<file path="config.mk">
export PLATFORM = sky130hd
export DESIGN_NAME = axird_batch_sched
export DESIGN_NICKNAME = d
export VERILOG_FILES = /design/src/rtl/axird_batch_sched.sv
export SDC_FILE = /design/constraint.sdc
export NUM_CORES = 1
export LEC_CHECK = 0
export CAP_MARGIN = 20
export CORE_ASPECT_RATIO = 1.1
export CORE_UTILIZATION = 47
export CTS_BUF_LIST = sky130_fd_sc_hd__clkbuf_8
export DETAILED_ROUTE_END_ITERATION = 8
export HOLD_SLACK_MARGIN = 0.03
export PLACE_DENSITY = 0.79
export SYNTH_ARGS = -nofsm -noshare
export SYNTH_HDL_FRONTEND = slang
export SYNTH_SLANG_ARGS = --single-unit
export TNS_END_PERCENT = 30
</file>
<file path="constraint.sdc">
create_clock -name clk -period 3.1 [get_ports clk]
set_clock_uncertainty 0.15 [all_clocks]
set_input_delay 0.62 -clock clk [delete_from_list [all_inputs] [get_ports clk]]
set_output_delay 0.62 -clock clk [all_outputs]
set_load 0.005 [all_outputs]
</file>
<file path="src/rtl/axird_batch_sched.sv">
// axird_batch_sched: job sequencer for the AXI read datapath (KSK load and
// preprocess input streaming). It accepts a KSK-init or an N-batch run job and
// drives the datapath command/initstart/start controls. Each batch after the
// first is gated on a free preprocess-buffer slot (credit).
// Optional build macro: AXIRD_SCHED_WATCHDOG_EN adds a WDOG_W-bit watchdog on
// the states that wait for the datapath. On expiry it raises a sticky error
// and abandons the job.
module axird_batch_sched #(
  parameter int BATCH_W    = 15,
  parameter int CREDIT_MAX = 2,
  parameter int WDOG_W     = 20
) (
  input  logic               clk,
  input  logic               rst,
  input  logic               i_sched_start,
  input  logic               i_sched_mode,
  input  logic [BATCH_W-1:0] i_sched_batches,
  output logic               o_sched_busy,
  output logic               o_sched_done,
  output logic               o_sched_err,
  output logic [31:0]        o_axird_command,
  output logic               o_axird_initstart,
  output logic               o_axird_start,
  input  logic               i_axird_done,
  input  logic               i_axird_alldone,
  input  logic               i_pre_release,
  output logic [BATCH_W-1:0] o_batch_idx,
  output logic               o_batch_valid
);

  typedef enum logic [2:0] {
    S_IDLE  = 3'd0,
    S_KSK   = 3'd1,
    S_LOAD  = 3'd2,
    S_GAP   = 3'd3,
    S_DRAIN = 3'd4
  } state_t;

  localparam logic [2:0]         CMAX  = 3'(CREDIT_MAX);
  localparam logic [BATCH_W-1:0] B_ONE = BATCH_W'(1);

  state_t             r_state, w_state_nxt;
  logic               r_mode, w_mode_nxt;
  logic [BATCH_W-1:0] r_n, w_n_nxt;
  logic [BATCH_W-1:0] r_idx, w_idx_nxt;
  logic [BATCH_W-1:0] r_bidx, w_bidx_nxt;
  logic [2:0]         r_credit, w_credit_nxt;
  logic               r_busy, w_busy_nxt;
  logic               r_done, w_done_nxt;
  logic               r_err, w_err_nxt;
  logic               r_initstart, w_initstart_nxt;
  logic               r_start, w_start_nxt;
  logic               r_valid, w_valid_nxt;

  logic w_blank, w_done_s, w_alldone_s, w_last, w_issue, w_rel, w_wdog_hit;

  // Datapath status is blanked in the cycle a start pulse is on the wire.
  assign w_blank     = r_initstart | r_start;
  assign w_done_s    = i_axird_done & ~w_blank;
  assign w_alldone_s = i_axird_alldone & ~w_blank;
  assign w_last      = (r_idx == (r_n - B_ONE));
  assign w_issue     = (r_state == S_GAP) && (r_credit != 3'd0);
  assign w_rel       = i_pre_release && (r_state != S_IDLE);

`ifdef AXIRD_SCHED_WATCHDOG_EN
  logic [WDOG_W-1:0] r_wdog;
  logic              w_wait_state;

  assign w_wait_state = (r_state == S_KSK) || (r_state == S_LOAD) || (r_state == S_DRAIN);
  assign w_wdog_hit   = (&r_wdog) && w_wait_state;

  // Watchdog: restarts on every state change and counts while waiting on the datapath.
  always_ff @(posedge clk) begin
    if (rst) begin
      r_wdog <= {WDOG_W{1'b0}};
    end else if (w_state_nxt != r_state) begin
      r_wdog <= {WDOG_W{1'b0}};
    end else if (w_wait_state) begin
      r_wdog <= r_wdog + WDOG_W'(1);
    end else begin
      r_wdog <= {WDOG_W{1'b0}};
    end
  end
`else
  // No watchdog built: it can never expire (WDOG_W is always at least 1).
  assign w_wdog_hit = (WDOG_W < 1);
`endif

  // State and registered-output update.
  always_ff @(posedge clk) begin
    if (rst) begin
      r_state     <= S_IDLE;
      r_mode      <= 1'b0;
      r_n         <= {BATCH_W{1'b0}};
      r_idx       <= {BATCH_W{1'b0}};
      r_bidx      <= {BATCH_W{1'b0}};
      r_credit    <= CMAX;
      r_busy      <= 1'b0;
      r_done      <= 1'b0;
      r_err       <= 1'b0;
      r_initstart <= 1'b0;
      r_start     <= 1'b0;
      r_valid     <= 1'b0;
    end else begin
      r_state     <= w_state_nxt;
      r_mode      <= w_mode_nxt;
      r_n         <= w_n_nxt;
      r_idx       <= w_idx_nxt;
      r_bidx      <= w_bidx_nxt;
      r_credit    <= w_credit_nxt;
      r_busy      <= w_busy_nxt;
      r_done      <= w_done_nxt;
      r_err       <= w_err_nxt;
      r_initstart <= w_initstart_nxt;
      r_start     <= w_start_nxt;
      r_valid     <= w_valid_nxt;
    end
  end

  // Next-state decode.
  always_comb begin
    w_state_nxt = r_state;
    case (r_state)
      S_IDLE: begin
        if (i_sched_start && !i_sched_mode) w_state_nxt = S_KSK;
        else if (i_sched_start && (i_sched_batches != {BATCH_W{1'b0}})) w_state_nxt = S_LOAD;
        else w_state_nxt = S_IDLE;
      end
      S_KSK, S_DRAIN: begin
        if (w_alldone_s || w_wdog_hit) w_state_nxt = S_IDLE;
        else w_state_nxt = r_state;
      end
      S_LOAD: begin
        if (w_done_s) w_state_nxt = w_last ? S_DRAIN : S_GAP;
        else if (w_wdog_hit) w_state_nxt = S_IDLE;
        else w_state_nxt = S_LOAD;
      end
      S_GAP: begin
        if (w_issue) w_state_nxt = S_LOAD;
        else w_state_nxt = S_GAP;
      end
      default: w_state_nxt = S_IDLE;
    endcase
  end

  // Output pulses, job registers and credit bookkeeping.
  always_comb begin
    w_busy_nxt      = (w_state_nxt != S_IDLE);
    w_done_nxt      = 1'b0;
    w_initstart_nxt = 1'b0;
    w_start_nxt     = 1'b0;
    w_valid_nxt     = 1'b0;
    w_err_nxt       = r_err;
    w_mode_nxt      = r_mode;
    w_n_nxt         = r_n;
    w_idx_nxt       = r_idx;
    w_bidx_nxt      = r_bidx;
    // A release and an issued start in the same cycle cancel out.
    case ({w_rel, w_issue})
      2'b10:   w_credit_nxt = (r_credit >= CMAX) ? CMAX : (r_credit + 3'd1);
      2'b01:   w_credit_nxt = r_credit - 3'd1;
      default: w_credit_nxt = r_credit;
    endcase
    case (r_state)
      S_IDLE: begin
        if (i_sched_start) begin
          w_err_nxt = 1'b0;
          if (!i_sched_mode) begin
            w_mode_nxt      = 1'b0;
            w_initstart_nxt = 1'b1;
          end else if (i_sched_batches != {BATCH_W{1'b0}}) begin
            w_mode_nxt      = 1'b1;
            w_n_nxt         = i_sched_batches;
            w_credit_nxt    = CMAX - 3'd1;
            w_idx_nxt       = {BATCH_W{1'b0}};
            w_bidx_nxt      = {BATCH_W{1'b0}};
            w_initstart_nxt = 1'b1;
          end else begin
            w_done_nxt = 1'b1;
          end
        end else begin
          w_err_nxt = r_err;
        end
      end
      S_KSK, S_DRAIN: begin
        if (w_alldone_s) w_done_nxt = 1'b1;
        else if (w_wdog_hit) w_err_nxt = 1'b1;
        else w_done_nxt = 1'b0;
      end
      S_LOAD: begin
        if (w_done_s) begin
          w_valid_nxt = 1'b1;
          w_bidx_nxt  = r_idx;
          if (!w_last) w_idx_nxt = r_idx + B_ONE;
          else w_idx_nxt = r_idx;
        end else if (w_wdog_hit) begin
          w_err_nxt = 1'b1;
        end else begin
          w_valid_nxt = 1'b0;
        end
      end
      S_GAP: begin
        if (w_issue) begin
          w_start_nxt = 1'b1;
          w_bidx_nxt  = r_idx;
        end else begin
          w_start_nxt = 1'b0;
        end
      end
      default: w_done_nxt = 1'b0;
    endcase
  end

  assign o_sched_busy      = r_busy;
  assign o_sched_done      = r_done;
  assign o_sched_err       = r_err;
  assign o_axird_command   = {31'b0, r_mode};
  assign o_axird_initstart = r_initstart;
  assign o_axird_start     = r_start;
  assign o_batch_idx       = r_bidx;
  assign o_batch_valid     = r_valid;

endmodule
</file>
==> metrics, run 1 <==
crit end category=register; worst-path fanout max=11; Comb pwr share=0.180; cell-internal power=1270 uW; number of global-route vias before repair=2647; worst setup margin=121 ps; Worst Max-Slew Pin Slew=524 ps; Post-synth top flop=dfxtp_1; nets=486; hold depth=2; Max stage delay on crit path=530 ps; WHS=313 ps; Async SR Flop Fraction=0; leakage=0.00154 uW; Die Wd=81.7 um; WP data required=3200 ps; n_diodes=0; routability cong.=0.882; CTS tree=done; most frequent CP cell=or4_4; reg2reg setup slack=120 ps; routed len/inst=13.9 um; endpoints failing hold=0; Synth Register Bits=57; cell with the most instances after synthesis=dfxtp_1; grt ovf=0; core area=6670 sq um; NetSw=489 uW; fin crit period=2980 ps; Slew Limit Fails=0; Worst Hold Class=register to register; Area growth syn-to-layout=20.1%; number of enable flip-flop cells after synthesis=0; TNS Setup=0 ps; Worst slew margin=0.646; crit start category=register; first drt pass iteration count=4; Crit. Startpoint=r_n[0]$_SDFFE_PP0P_; DIE AREA=7320 sq um; cell count after synthesis=409; Worst VDD drop=0.357 mV; post-synthesis cell type count=57; HPWL after DPL=5610 um; critical-path cell list=inv_1, ha_1, or3b_4, or4_4, xnor2_4, o2111ai_1, or4_4, a21oi_4, nor2_1, a31o_1; Post-CTS Setup Bufs=0; PwrDens=447 nW/um^2; Setup WS pre-CTS=88.5 ps; post-route ant nets=0; dominant cell type by area after synthesis=dfxtp_1; Reg clk slew, reported paths=60 ps; Area contributors post-synth=dfxtp_1, buf_4, nand2_1; Clock power frac=0.379; clk sinks=57; portion of the clock cycle consumed by the worst path in the final layout=0.961; top cell type's share of synthesized area=0.348; Top Metal Used=met4; FP Rows=31; sequential share of power=0.441; WP depth=10; max cap viols=0; buffers added on ports=42; Syn Area/Cell=8.02 sq um; Routed WL=7550 um; metal2 WL=3510 um; register area share after synthesis=0.348; Worst Hold End=r_mode$_SDFFE_PP0P_; share of cells above drive strength 1=0.113; Detailed Route Iter0 Violations=178; Ys Warns=0; final core occ=0.590; Mapped Area=3280 sq um; antenna violations before repair=0; first-pass GRT wire length=12300 um; Hold Startpoint=r_mode$_SDFFE_PP0P_; post-route DRC violation count=0; CTS H-tree lvls=3; Post-synth top cells=dfxtp_1, nand2_1, buf_4, nor2_1, a21oi_1; DIE HEIGHT=89.6 um; Bufs on Longest Clock Path=2; Net Sw Frac=0.278; Vias=2941; largest net degree at the start of global routing=26; root buffer cell=clkbuf_8; reg2reg end=r_idx[1]$_SDFFE_PP0P_; wl on met1=3390 um; GRT Total Usage=0.224; worst-skew pair later-pin latency=350 ps; f_max=0.336 GHz; met3 WL post-DR=433 um; initial core utilization=0.492; CP Class=register to register; Register-to-Register Path Depth=10; worst r2r src=r_n[0]$_SDFFE_PP0P_; Setup Viol. Count Final=0; CP delay by family, top=simple AND/OR/NAND/NOR gates; Vias/cell=5.41; worst path buffer plus inverter count=1; CTS buffer count=9; status=complete, no violations; CP max-delay cell=or4_4; IO Count=75; Crit path arrival time=3080 ps
## registers in the layout, indices dropped and copies added (netlist names), 3 cells and up
signal / flops
o_batch_idx: 15
r_credit: 3
r_idx: 15
r_n: 15
r_state: 3
## worst reg2reg max path, stage by stage (launching register included)
cell and delay (ps):
dfxtp_1 320, inv_1 50, ha_1 150, or3b_4 390, or4_4 530, xnor2_4 170, o2111ai_1 120, or4_4 460
a21oi_4 270, nor2_1 90, a31o_1 180
## worst max path at each step
stage	slack, ps	end
detailed placement	90	o_batch_idx[9]$_SDFFE_PP0P_
finish	120	r_idx[1]$_SDFFE_PP0P_
floorplan	20	r_idx[1]$_SDFFE_PP0P_
CTS	90	r_idx[3]$_SDFFE_PP0P_
global placement	100	o_batch_idx[3]$_SDFFE_PP0P_
global route	-20	r_idx[2]$_SDFFE_PP0P_
## through the flow
step / power (uW) / cell area [sq um] / cells
6_report: 1760 / 3940 / 544
5_1_grt: 1840 / 3940 / 544
4_1_cts: 1750 / 3910 / 544
3_5_place_dp: 1090 / 3720 / 528
3_3_place_gp: 1090 / 3720 / 528
2_1_floorplan: 1030 / 3400 / 440
## power groups by stage
stage          combinational [uW]  clock, uW  sequential [uW]
3_3_place_gp                  296          0              791
5_1_grt                       355        703              779
6_report                      317        667              776
3_5_place_dp                  302          0              792
2_1_floorplan                 250          0              780
4_1_cts                       304        674              776
## cell usage in the layout, fill, tap and decap left out, drive strengths merged, types with 5 or more instances in the layout
cell type	synthesis	final
a21oi	28	28
dfxtp	57	57
clkbuf	19	13
nand2	54	54
ha	7	7
nor4	8	8
and3	6	6
clkdlybuf4s50	0	42
buf	39	22
nand3	10	10
a22o	14	14
nand4	5	5
inv	9	10
conb	1	32
o21ai	20	20
xor2	6	6
xnor2	19	19
nand2b	5	5
or3	6	6
or4	5	5
nor2	33	33
nor3	15	15
## per-layer routing
layer,global-route usage,vias to the layer above
li1,-,1465
met1,0.281,1349
met2,0.358,106
met3,0.0626,21
met4,0.104,0
met5,0,-
## kinds of logic after synthesis
| family | share of synthesized area |
|---|---|
| XOR/XNOR | 0.0690 |
| buffers and inverters | 0.122 |
| AO/OA/AOI/OAI | 0.178 |
| adder cells (fa/ha/maj) | 0.0267 |
| flip-flops | 0.348 |
| multiplexers | 0.00915 |
| AND/OR/NAND/NOR | 0.245 |
| other | 0.00114 |
## timing repair
| action | 4_1_cts | 5_1_grt |
|---|---|---|
| hold buffers | 0 | 0 |
| resized for setup | 0 | 5 |
| endpoints found under the setup margin | 0 | 9 |
## cell type report
cell class              count  area [sq um]
multi-input cells         316          1880
flip-flops and latches     57          1140
fillers                   606          2730
clock inverters             3          13.8
inverters                   9          33.8
clock buffers              13           179
repair buffers             64           586
well taps                  82           103
Note: power is estimated with default switching activity, not from simulation.
==> inputs of run 2 (changes only) <==
- ABC_AREA: not set -> 1
- CORE_UTILIZATION: 47 -> 48
- PLACE_DENSITY: 0.79 -> 0.78
==> run 2 against run 1 <==
Global-route usage rose by 0.77 points. Synthesized cell count up 35%. Largest power group unchanged. Critical endpoint is now o_batch_idx[9]$_SDFFE_PP0P_. Non-clock buffer count fell by 18. Wire length rose by 13%. Sequential power grew 10%. Die area rose by 8.9%.
==> metrics, run 2 <==
post-route cell area=4190 sq um; critical-path cell list=clkdlybuf4s50_1, nor4_1, nand4_1, nand3_1, a21oi_2, or2_1, o21ai_0; buffers added on ports=42; dominant cell type by area after synthesis=dfxtp_1; Setup Viol. Count Final=0; Reg clk slew, reported paths=70 ps; Post-synth top cells=nand2_1, inv_1, nor2_1; Routed WL=8520 um; most frequent cells in the layout=nand2_1, inv_1, nor2_1; PwrDens=534 nW/um^2; Slew Limit Fails=0; grt ovf=0; Bufs on Longest Clock Path=2; DIE AREA=7970 sq um; crit start category=input pin; register area share after synthesis=0.312; clk sinks=57; crit end category=register; Area contributors post-synth=dfxtp_1, nand2_1, buf_4; CTS H-tree lvls=3; RSZ-0062 raised after global routing=no; endpoints failing hold=0; post-route ant nets=0; core area=7430 sq um; Worst Hold End=r_mode$_SDFFE_PP0P_; post-route DRC violation count=0; Syn Area/Cell=6.62 sq um; max cap viols=0; GRT Total Usage=0.232; worst-path fanout max=25; Vias/cell=5.13; Resized Gates After CTS=0; Crit path arrival time=2800 ps; Area growth syn-to-layout=14.7%; TNS Setup=0 ps; Worst Hold Class=register to register; IO Count=75; routability cong.=0.868; CP Class=input pin to register; Hold-fix buffers, CTS=0; Hold Startpoint=r_mode$_SDFFE_PP0P_; Post-DP Area=4000 sq um; reg2reg end=r_idx[1]$_SDFFE_PP0P_; CTS tree=done; Detailed Route Iter0 Violations=168; nets=616; Vias=3486; root buffer cell=clkbuf_8; cell count after synthesis=552; Max stage delay on crit path=450 ps; Worst Max-Slew Pin Slew=824 ps; routed len/inst=12.5 um; commonest non-fill, non-tap cell in the layout=nand2_1; status=complete, no violations; top cell type's share of synthesized area=0.312; largest net degree at the start of global routing=31; share of cells above drive strength 1=0.0946; hold depth=2; Worst VDD drop=0.379 mV; HPWL after DPL=6210 um; Post-synth top flop=dfxtp_1; number of global-route vias before repair=3162; Async SR Flop Fraction=0; worst path buffer plus inverter count=1; portion of the clock cycle consumed by the worst path in the final layout=0.865; Post-CTS Setup Bufs=0; CTS buffer count=9; Die Wd=85.2 um; DIE HEIGHT=93.5 um; antenna violations before repair=0; first-pass GRT wire length=14400 um; FP Rows=33; Synth Register Bits=57; worst r2r src=r_n[0]$_SDFFE_PP0P_; f_max=0.373 GHz; Crit. Startpoint=i_sched_batches[7]; WP data required=3220 ps; cell with the most instances after synthesis=nand2_1; CP delay by family, top=simple AND/OR/NAND/NOR gates; Ys Warns=0; Mapped Area=3660 sq um; post-synthesis cell type count=35; initial core utilization=0.492; fin crit period=2680 ps; Register-to-Register Path Depth=17; reg2reg setup slack=580 ps; worst-skew pair later-pin latency=350 ps; Worst slew margin=0.450; n_diodes=0; leakage=0.00175 uW; first drt pass iteration count=5; number of enable flip-flop cells after synthesis=0; WP depth=7; CP max-delay cell=nor4_1
==> run 2: layout make-up <==
class	instances	area, sq um
fill	735	3240
multi-input combinational	406	2030
sequential	57	1140
timing repair buffer	46	463
inverter	67	251
clock buffer	10	138
tap	87	109
clock inverter	6	58.8
==> run 2: cell families after synthesis <==
group | Yosys count | share of synthesized area
and+or+nand+nor | 262 | 0.327
buffers and inverters | 120 | 0.164
AOI/OAI and AO/OA | 89 | 0.134
DFF | 57 | 0.312
xor gates and xnor gates | 16 | 0.0383
adders and majority gates | 7 | 0.0240
other | 1 | 0.00103
==> run 2: worst reg2reg max path, stage by stage (launching register included) <==
cell      delay [ps]
dfxtp_1          360
inv_1            110
ha_1             330
inv_1             60
nand2_1           40
nand2_1           60
nand3_1           60
nor2_1           190
nand2_1           90
nor2_1           110
nand2_1           60
clkinv_1          50
nand3_2          100
nand2_2          120
nand2_4          140
nand2_4          230
nand3_1          100
o21ai_1          100
==> run 2: worst max-delay path by stage <==
stage,end
floorplan,r_idx[0]$_SDFFE_PP0P_
finish,o_batch_idx[9]$_SDFFE_PP0P_
CTS,o_batch_idx[9]$_SDFFE_PP0P_
detailed placement,o_batch_idx[9]$_SDFFE_PP0P_
global placement,o_batch_idx[10]$_SDFFE_PP0P_
global route,o_batch_idx[12]$_SDFFE_PP0P_
==> run 2: power breakdown <==
group / switching [uW] / internal (uW) / leakage (uW)
clock network: 316 / 387 / 0.0000995
logic: 417 / 264 / 0.00119
registers: 54.6 / 802 / 0.000465
total: 788 / 1450 / 0.00175
==> run 2: routing by layer <==
layer  wire (um)  global-route usage  vias to the layer above
li1            -                   -                     1767
met4         147              0.0819                        0
met5           0                   0                        -
met2        4230               0.402                       88
met3         399              0.0627                       17
met1        3750               0.275                     1614
==> run 2: metrics by stage <==
stage          total power [uW]  setup WS (ps)  hold WS [ps]  cells  utilization
4_1_cts                    2250            417           323    679        0.564
3_5_place_dp               1550           63.2           310    663        0.538
3_3_place_gp               1530            139           303    663        0.538
5_1_grt                    2380            256           353    679        0.564
2_1_floorplan              1380           1050           287    583            -
6_report                   2240            419           318    679        0.564
